`src/rtl/diagv2_ecall_unit.sv`:
```
// Environment-call service unit: serves EXIT / PUTC / PUTD ecalls from the core.
// Optional stalled-sink abandon logic is enabled by defining DIAGV2_ECALL_TIMEOUT_EN.
module diagv2_ecall_unit #(
    parameter int unsigned DATA_W   = 64,
    parameter int unsigned SYS_EXIT = 93,
    parameter int unsigned SYS_PUTC = 11,
    parameter int unsigned SYS_PUTD = 1,
    parameter int unsigned TIMEOUT  = 1024
) (
    input  logic              clk_i,
    input  logic              reset_i,
    input  logic              ecall_i,
    input  logic [DATA_W-1:0] sys_id_i,
    input  logic [DATA_W-1:0] sys_arg_i,
    output logic              stall_o,
    output logic [7:0]        tx_data_o,
    output logic              tx_valid_o,
    input  logic              tx_ready_i,
    output logic              halted_o,
    output logic [DATA_W-1:0] exit_code_o,
    output logic              bad_ecall_o,
    output logic [15:0]       ecall_count_o,
    output logic              tx_timeout_o
);

    localparam int unsigned NBYTES = DATA_W / 8;
    localparam int unsigned CNT_W  = $clog2(NBYTES + 1);

    typedef enum logic [1:0] {
        IDLE = 2'd0,
        SEND = 2'd1,
        ACK  = 2'd2,
        HALT = 2'd3
    } state_e;

    state_e              state_q;
    logic [DATA_W-1:0]   shift_q;
    logic [CNT_W-1:0]    cnt_q;
    logic                tx_valid_q;
    logic                halted_q;
    logic [DATA_W-1:0]   exit_code_q;
    logic                bad_q;
    logic [15:0]         ecall_count_q;
    logic [15:0]         ecall_count_d;

    logic is_exit, is_putc, is_putd, known_id, hshake;

    assign is_exit  = (sys_id_i == DATA_W'(SYS_EXIT));
    assign is_putc  = (sys_id_i == DATA_W'(SYS_PUTC));
    assign is_putd  = (sys_id_i == DATA_W'(SYS_PUTD));
    assign known_id = is_exit | is_putc | is_putd;
    assign hshake   = tx_valid_q & tx_ready_i;

    // Saturating service counter.
    assign ecall_count_d = (ecall_count_q == 16'hFFFF) ? ecall_count_q : ecall_count_q + 16'd1;

    // Stall must be combinational so the core freezes in the ecall cycle itself.
    assign stall_o = (state_q == SEND) | (state_q == HALT) |
                     ((state_q == IDLE) & ecall_i & known_id);

`ifdef DIAGV2_ECALL_TIMEOUT_EN
    localparam int unsigned TMO_W = $clog2(TIMEOUT + 1);
    logic [TMO_W-1:0] tmo_q;
    logic             tmo_pulse_q;
    assign tx_timeout_o = tmo_pulse_q;
`else
    assign tx_timeout_o = 1'b0;
`endif

    always_ff @(posedge clk_i or posedge reset_i) begin
        if (reset_i) begin
            state_q       <= IDLE;
            shift_q       <= '0;
            cnt_q         <= '0;
            tx_valid_q    <= 1'b0;
            halted_q      <= 1'b0;
            exit_code_q   <= '0;
            bad_q         <= 1'b0;
            ecall_count_q <= '0;
`ifdef DIAGV2_ECALL_TIMEOUT_EN
            tmo_q         <= '0;
            tmo_pulse_q   <= 1'b0;
`endif
        end else begin
            bad_q <= 1'b0;
`ifdef DIAGV2_ECALL_TIMEOUT_EN
            tmo_pulse_q <= 1'b0;
`endif
            case (state_q)
                IDLE: begin
                    if (ecall_i) begin
                        if (is_exit) begin
                            exit_code_q   <= sys_arg_i;
                            halted_q      <= 1'b1;
                            ecall_count_q <= ecall_count_d;
                            state_q       <= HALT;
                        end else if (is_putc) begin
                            shift_q       <= DATA_W'(sys_arg_i[7:0]);
                            cnt_q         <= CNT_W'(1);
                            tx_valid_q    <= 1'b1;
                            ecall_count_q <= ecall_count_d;
                            state_q       <= SEND;
`ifdef DIAGV2_ECALL_TIMEOUT_EN
                            tmo_q         <= '0;
`endif
                        end else if (is_putd) begin
                            shift_q       <= sys_arg_i;
                            cnt_q         <= CNT_W'(NBYTES);
                            tx_valid_q    <= 1'b1;
                            ecall_count_q <= ecall_count_d;
                            state_q       <= SEND;
`ifdef DIAGV2_ECALL_TIMEOUT_EN
                            tmo_q         <= '0;
`endif
                        end else begin
                            bad_q <= 1'b1;
                        end
                    end
                end
                SEND: begin
                    if (hshake) begin
                        shift_q <= shift_q >> 8;
                        cnt_q   <= cnt_q - CNT_W'(1);
`ifdef DIAGV2_ECALL_TIMEOUT_EN
                        tmo_q   <= '0;
`endif
                        if (cnt_q == CNT_W'(1)) begin
                            tx_valid_q <= 1'b0;
                            state_q    <= ACK;
                        end
                    end
`ifdef DIAGV2_ECALL_TIMEOUT_EN
                    // Sink stuck: drop whatever is left and release the core.
                    else if (tmo_q == TMO_W'(TIMEOUT - 1)) begin
                        shift_q     <= '0;
                        cnt_q       <= '0;
                        tmo_q       <= '0;
                        tx_valid_q  <= 1'b0;
                        tmo_pulse_q <= 1'b1;
                        state_q     <= ACK;
                    end else begin
                        tmo_q <= tmo_q + TMO_W'(1);
                    end
`endif
                end
                // Core retires the ECALL during ACK, so ecall is not sampled here.
                ACK:     state_q <= IDLE;
                HALT:    state_q <= HALT;
                default: state_q <= IDLE;
            endcase
        end
    end

    assign tx_data_o     = shift_q[7:0];
    assign tx_valid_o    = tx_valid_q;
    assign halted_o      = halted_q;
    assign exit_code_o   = exit_code_q;
    assign bad_ecall_o   = bad_q;
    assign ecall_count_o = ecall_count_q;

endmodule

```
`config.mk`:
```
export PLATFORM = sky130hd
export DESIGN_NAME = diagv2_ecall_unit
export DESIGN_NICKNAME = d
export VERILOG_FILES = /design/src/rtl/diagv2_ecall_unit.sv
export SDC_FILE = /design/constraint.sdc
export NUM_CORES = 1
export LEC_CHECK = 0
export ABC_AREA = 0
export CAP_MARGIN = 30
export CORE_ASPECT_RATIO = 1.5
export CORE_MARGIN = 10
export CORE_UTILIZATION = 46
export DETAILED_ROUTE_END_ITERATION = 6
export GPL_TIMING_DRIVEN = 0
export HOLD_SLACK_MARGIN = 0.08
export PLACE_DENSITY = 0.8
export SKIP_CTS_REPAIR_TIMING = 1
export SLEW_MARGIN = 40
export SYNTH_ARGS = -nofsm -noshare
export SYNTH_HDL_FRONTEND = slang
export SYNTH_SLANG_ARGS = --single-unit
```
`constraint.sdc`:
```
create_clock -name clk_i -period 7 [get_ports clk_i]
set_input_delay 2.1 -clock clk_i [delete_from_list [all_inputs] [get_ports clk_i]]
set_output_delay 2.1 -clock clk_i [all_outputs]
set_load 0.005 [all_outputs]
```
Yosys cells after proc, flatten, opt, wreduce, memory -nomap -nowiden
Index checks and enable logic that the tools add are counted.
{"block": "op_classes", "addsub": 2, "eq_ne": 14, "mux": 35, "bitwise": 7, "n_reduce_logical": 8}
{"op": "$mux 64", "count": 5}
{"op": "$pmux 64 s2", "count": 1}
{"op": "$eq 64x1->1 const B", "count": 1}
{"op": "$eq 64x4->1 const B", "count": 1}
{"op": "$eq 64x7->1 const B", "count": 1}
{"op": "$mux 16", "count": 4}
{"op": "$mux 4", "count": 5}
{"op": "$add 16x1->16 const B", "count": 1}
{"op": "$eq 16x16->1 const B", "count": 1}
{"op": "$mux 2", "count": 6}
{"op": "$mux 1", "count": 11}
{"op": "$pmux 2 s4", "count": 1}
{"op": "$pmux 4 s2", "count": 1}
{"op": "$ne 2x2->1 const B", "count": 3}
{"op": "$reduce_and 3->1", "count": 2}
{"op": "$reduce_and 6->1", "count": 1}
{"op": "$reduce_and 5->1", "count": 1}
{"op": "$eq 2x2->1 const B", "count": 2}
{"op": "$eq 4x1->1 const B", "count": 1}
{"op": "$ne 4x4->1 const B", "count": 1}
{"op": "$or 1x1->1", "count": 4}
{"op": "$reduce_and 4->1", "count": 1}
{"op": "$sub 4x1->4 const B", "count": 1}
{"op": "$and 1x1->1", "count": 3}
{"op": "7 further kinds", "count": 7}
{"block": "word_totals", "ff_bits": 153, "inputBits": 132, "output_inout_bits": 93, "word_cells": 74}

Logic depth before layout (Yosys ltp)
{"block": "logic_depth", "word_depth": 6, "mapped_depth": 12, "ltp_nobuf": 8}

Worst setup path before layout
No wires, ideal clock.
{"block": "synth_timing", "path_type": "input-to-output", "start": "input sys_id_i[23]", "end": "output stall_o", "t_arrival_ps": 3375, "t_required_ps": 4900, "path_slack_ps": 1525, "stages": 6, "path_buffers": 1, "path_cell_list": "or4_1 > nor2_2 > and4_1 > buf_2 > nand4b_2 > nand2_1"}
{"block": "synth_between", "elab_chain_cells": 5, "word_cells_on_any_way": 7, "classes_between": "3 x eq/ne; 4 x bitwise"}
{"element": "start: declaration", "line_no": "13", "source": "input logic [DATA_W-1:0] sys_id_i,"}
{"element": "$eq 64x7->1 / $eq 64x4->1 (equally long branches)", "line_no": "48, 49"}
{"element": "$or 1x1->1", "line_no": "51", "source": "assign known_id = is_exit | is_putc | is_putd;"}
{"element": "$or 1x1->1 (*)", "line_no": "51"}
{"element": "$and 1x1->1 (*)", "line_no": "59", "source": "((state_q == IDLE) & ecall_i & known_id);"}
{"element": "$or 1x1->1 (*)", "line_no": "58", "source": "assign stall_o = (state_q == SEND) | (state_q == HALT) |"}
{"element": "end: declaration", "line_no": "15", "source": "output logic stall_o,"}
Mark *: on every way between the ends. The rest lies on a longest branch, timed or not.

Worst setup path in the final report
{"block": "layout_timing", "start": "input sys_id_i[29]", "end": "output stall_o"}
Same word-level chain as after synthesis.

==> results.yml <==
worst_setup_path:
  crit_path_start_kind: "input pin"
  end_kind: "output pin"
  rrSetupSlack_ns: 3.97
  crit_fanout: 7
  required_ns: 4.90
  reg2reg_to: "tx_valid_o"
  path_class: "input pin to output pin"
  crit_arrival_ns: 4.47
  worstRegToRegCells: 12
  r2r-start: "state_q[1]"
pwr:
  p_clk_share_pct: 48.5
  power_mw: 1.94
  ir_worst_vdd_v: 0.000151
  p_comb_share_pct: 5.8
  power_switching_mw: 0.426
  p_sw_share_pct: 22.0
  seqPwrFrac_pct: 45.7
  power.density_mw_per_mm2: 193
  p_leak_nw: 4.76
  power.internal_mw: 1.51
clock_network:
  clock_sinks: 153
  htreeDepth: 4
  clk_latency_ns: 0.42
  cts_tree: "built"
  cts_inserted_buffers: 17
  cts.path.max_buffers: 2
  clkTransAtPathRegs_ns: 0.06
  root_buffer: "clkbuf_16"
layout:
  layout_common_cells: "223 x clkdlybuf4s50_1, 153 x dfrtp_1, 109 x nor2_1"
  antenna_cells: 0
  layout_commonest_cell: "clkdlybuf4s50_1"
  nNetsFinal: 984
  multiInputGateArea_sq_mm: 0.00275
  drive_above_1_share_pct: 13.2
  syn_to_final_growth_pct: 45.8
  nFillCells: 1127
  fin_util_pct: 68.7
  fin_cells: 1054
  seqCellArea_sq_mm: 0.00383
synthesis:
  synth_warnings: 0
  synth_nets: 740
  ys_types: 48
  avgSynthCellArea_sq_um: 11.4
  synthCells: 601
  synth_edf_count: 0
  synth.cell_area_sq_mm: 0.00688
  async_flop_share_pct: 100
  ys_ff_latch: 153
  dominantRegCellSynth: "dfrtp_1"
  synth_seq_area_share_pct: 55.7
drt:
  wl_um: 21100
  vias: 5730
  drc: 0
  avgViaCountPerCell: 5.44
  wl_per_cell_um: 20.0
  ant_nets: 0
  drt_pass1_iterations: 4
  drt_first_iter_violations: 367
sta:
  timing.slew.headroom_pct: 52.4
  skew_ns: 0.0163
  hold_violations: 0
  finalCritPeriodShare_pct: 93.8
  finalCriticalPeriod_ns: 6.57
  max_freq_mhz: 152
  rsz0062_at_grt: "no"
  tightest_slew_ns: 0.711
  setup_viol: 0
  slew_viol_final: 0
die:
  die-area_sq_mm: 0.0203
  die_w_um: 120
  initial_utilization_pct: 47.1
  core-area_sq_mm: 0.0146
  ios: 225
  chipHeight_um: 170
  rows: 54
global_route:
  met2_usage_pct: 38.6
  grt_usage_pct: 20.7
  grt.busiest_layer: "met2"
  grt_pass1_vias: 6275
  grt_start_max_net_pins: 65
  antenna_found_initial: 0
  met1_usage_pct: 22.4
  overflow: 0
  grt_pass1_wl_um: 33800
  use_met3_pct: 4.43
placed_design:
  io_buffer_count: 223
  dpl.hpwl_um: 16200
  gp_congestion: 0.868
  dp_cells: 1022
worst_hold_path:
  hold_start: "halted_o"
  whs_path_depth: 1
  min_path_type: "flip-flop to flip-flop"
  worstHoldEndpoint: "halted_o"
job:
  maxCapViolations: 0
status:
  status: "finished, final reports clean"
==> final cells by class <==
type,instances,area share [%]
inverter,10,0.449
clock buffer,19,4.52
buffer,46,2.66
tap,196,2.45
timing repair buffer,225,22.8
multi-input combinational,392,27.4
sequential,153,38.2
clock inverter,13,1.55
==> registers in the layout (all words and copies together) (netlist names) <==
name	cells
state_q	2
cnt_q	4
bad_ecall_o	1
tx_valid_o	1
ecall_count_o	16
shift_q	64
halted_o	1
exit_code_o	64
==> cell usage after synthesis (7+ instances only) <==
library cell | instances | share of area [%]
buf_6 | 7 | 1.1
inv_1 | 10 | 0.55
nand3_1 | 11 | 0.80
and3_1 | 7 | 0.64
dfrtp_1 | 153 | 56
buf_4 | 9 | 0.98
nor2_2 | 7 | 0.64
mux2i_1 | 10 | 1.5
xor2_1 | 9 | 1.1
a221oi_1 | 48 | 6.1
nand2_1 | 22 | 1.2
nor2_1 | 109 | 5.9
clkbuf_1 | 23 | 1.3
mux2_1 | 26 | 4.3
nor4_1 | 13 | 1.2
mux2_2 | 40 | 6.5
ha_1 | 7 | 1.3
o21ai_0 | 16 | 1.2
a22o_1 | 8 | 1.0
==> logic make-up (layout without fill, tap and decap cells) <==
logic type	Yosys count	after routing	synth area share (%)
AND/OR/NAND/NOR	205	205	14.5
flip-flops	153	153	55.7
AO/OA/AOI/OAI	90	90	10.2
multiplexers	76	76	12.3
buffers and inverters	56	313	4.42
XOR/XNOR	13	13	1.66
adder cells (fa/ha/maj)	7	7	1.27
other	1	1	0.0545
==> routing by layer <==
metal / wire [um] / vias up / part of all wire, %
met5: 0 / - / 0
met4: 437 / 0 / 2.1
met3: 941 / 32 / 4.5
met2: 11800 / 177 / 56
met1: 7890 / 2866 / 37
li1: - / 2655 / -
==> metrics by stage <==
step           setup TNS, ns  worst slack (ns)  hold slack [ns]  instance area (sq um)
3_5_place_dp               0             0.429            0.473                   9420
3_3_place_gp         -156.15             -1.03            0.452                   9360
6_report                   0             0.434            0.478                  10000
5_1_grt                    0             0.305            0.507                  10000
4_1_cts                    0             0.425            0.487                  10000
2_1_floorplan              0             0.779            0.451                   6880
==> critical path, cell delays in order <==
cell and delay, ns:
clkdlybuf4s50_1 0.41, or4_4 0.53, nor2_2 0.17, and4_1 0.19, buf_2 0.18, nand4b_2 0.22
nand2_1 0.12, clkdlybuf4s50_1 0.54
==> worst max path at each step <==
stage,startpoint,end,slack (ns),cells past startpoint
CTS,sys_id_i[29],stall_o,0.42,8
floorplan,reset_i,bad_ecall_o,0.78,1
global placement,reset_i,exit_code_o[21],-1.03,2
global route,sys_id_i[17],stall_o,0.30,8
finish,sys_id_i[29],stall_o,0.43,8
detailed placement,sys_id_i[29],stall_o,0.43,8
==> power groups by stage <==
stage          clock network, mW  registers [mW]  logic, mW
4_1_cts                    0.958           0.884      0.114
3_5_place_dp                   0           0.901      0.113
6_report                   0.939           0.884      0.113
2_1_floorplan                  0           0.901     0.0180
5_1_grt                    0.994           0.883      0.121
3_3_place_gp                   0           0.901      0.106
Note: power is estimated with default switching activity, not from simulation.
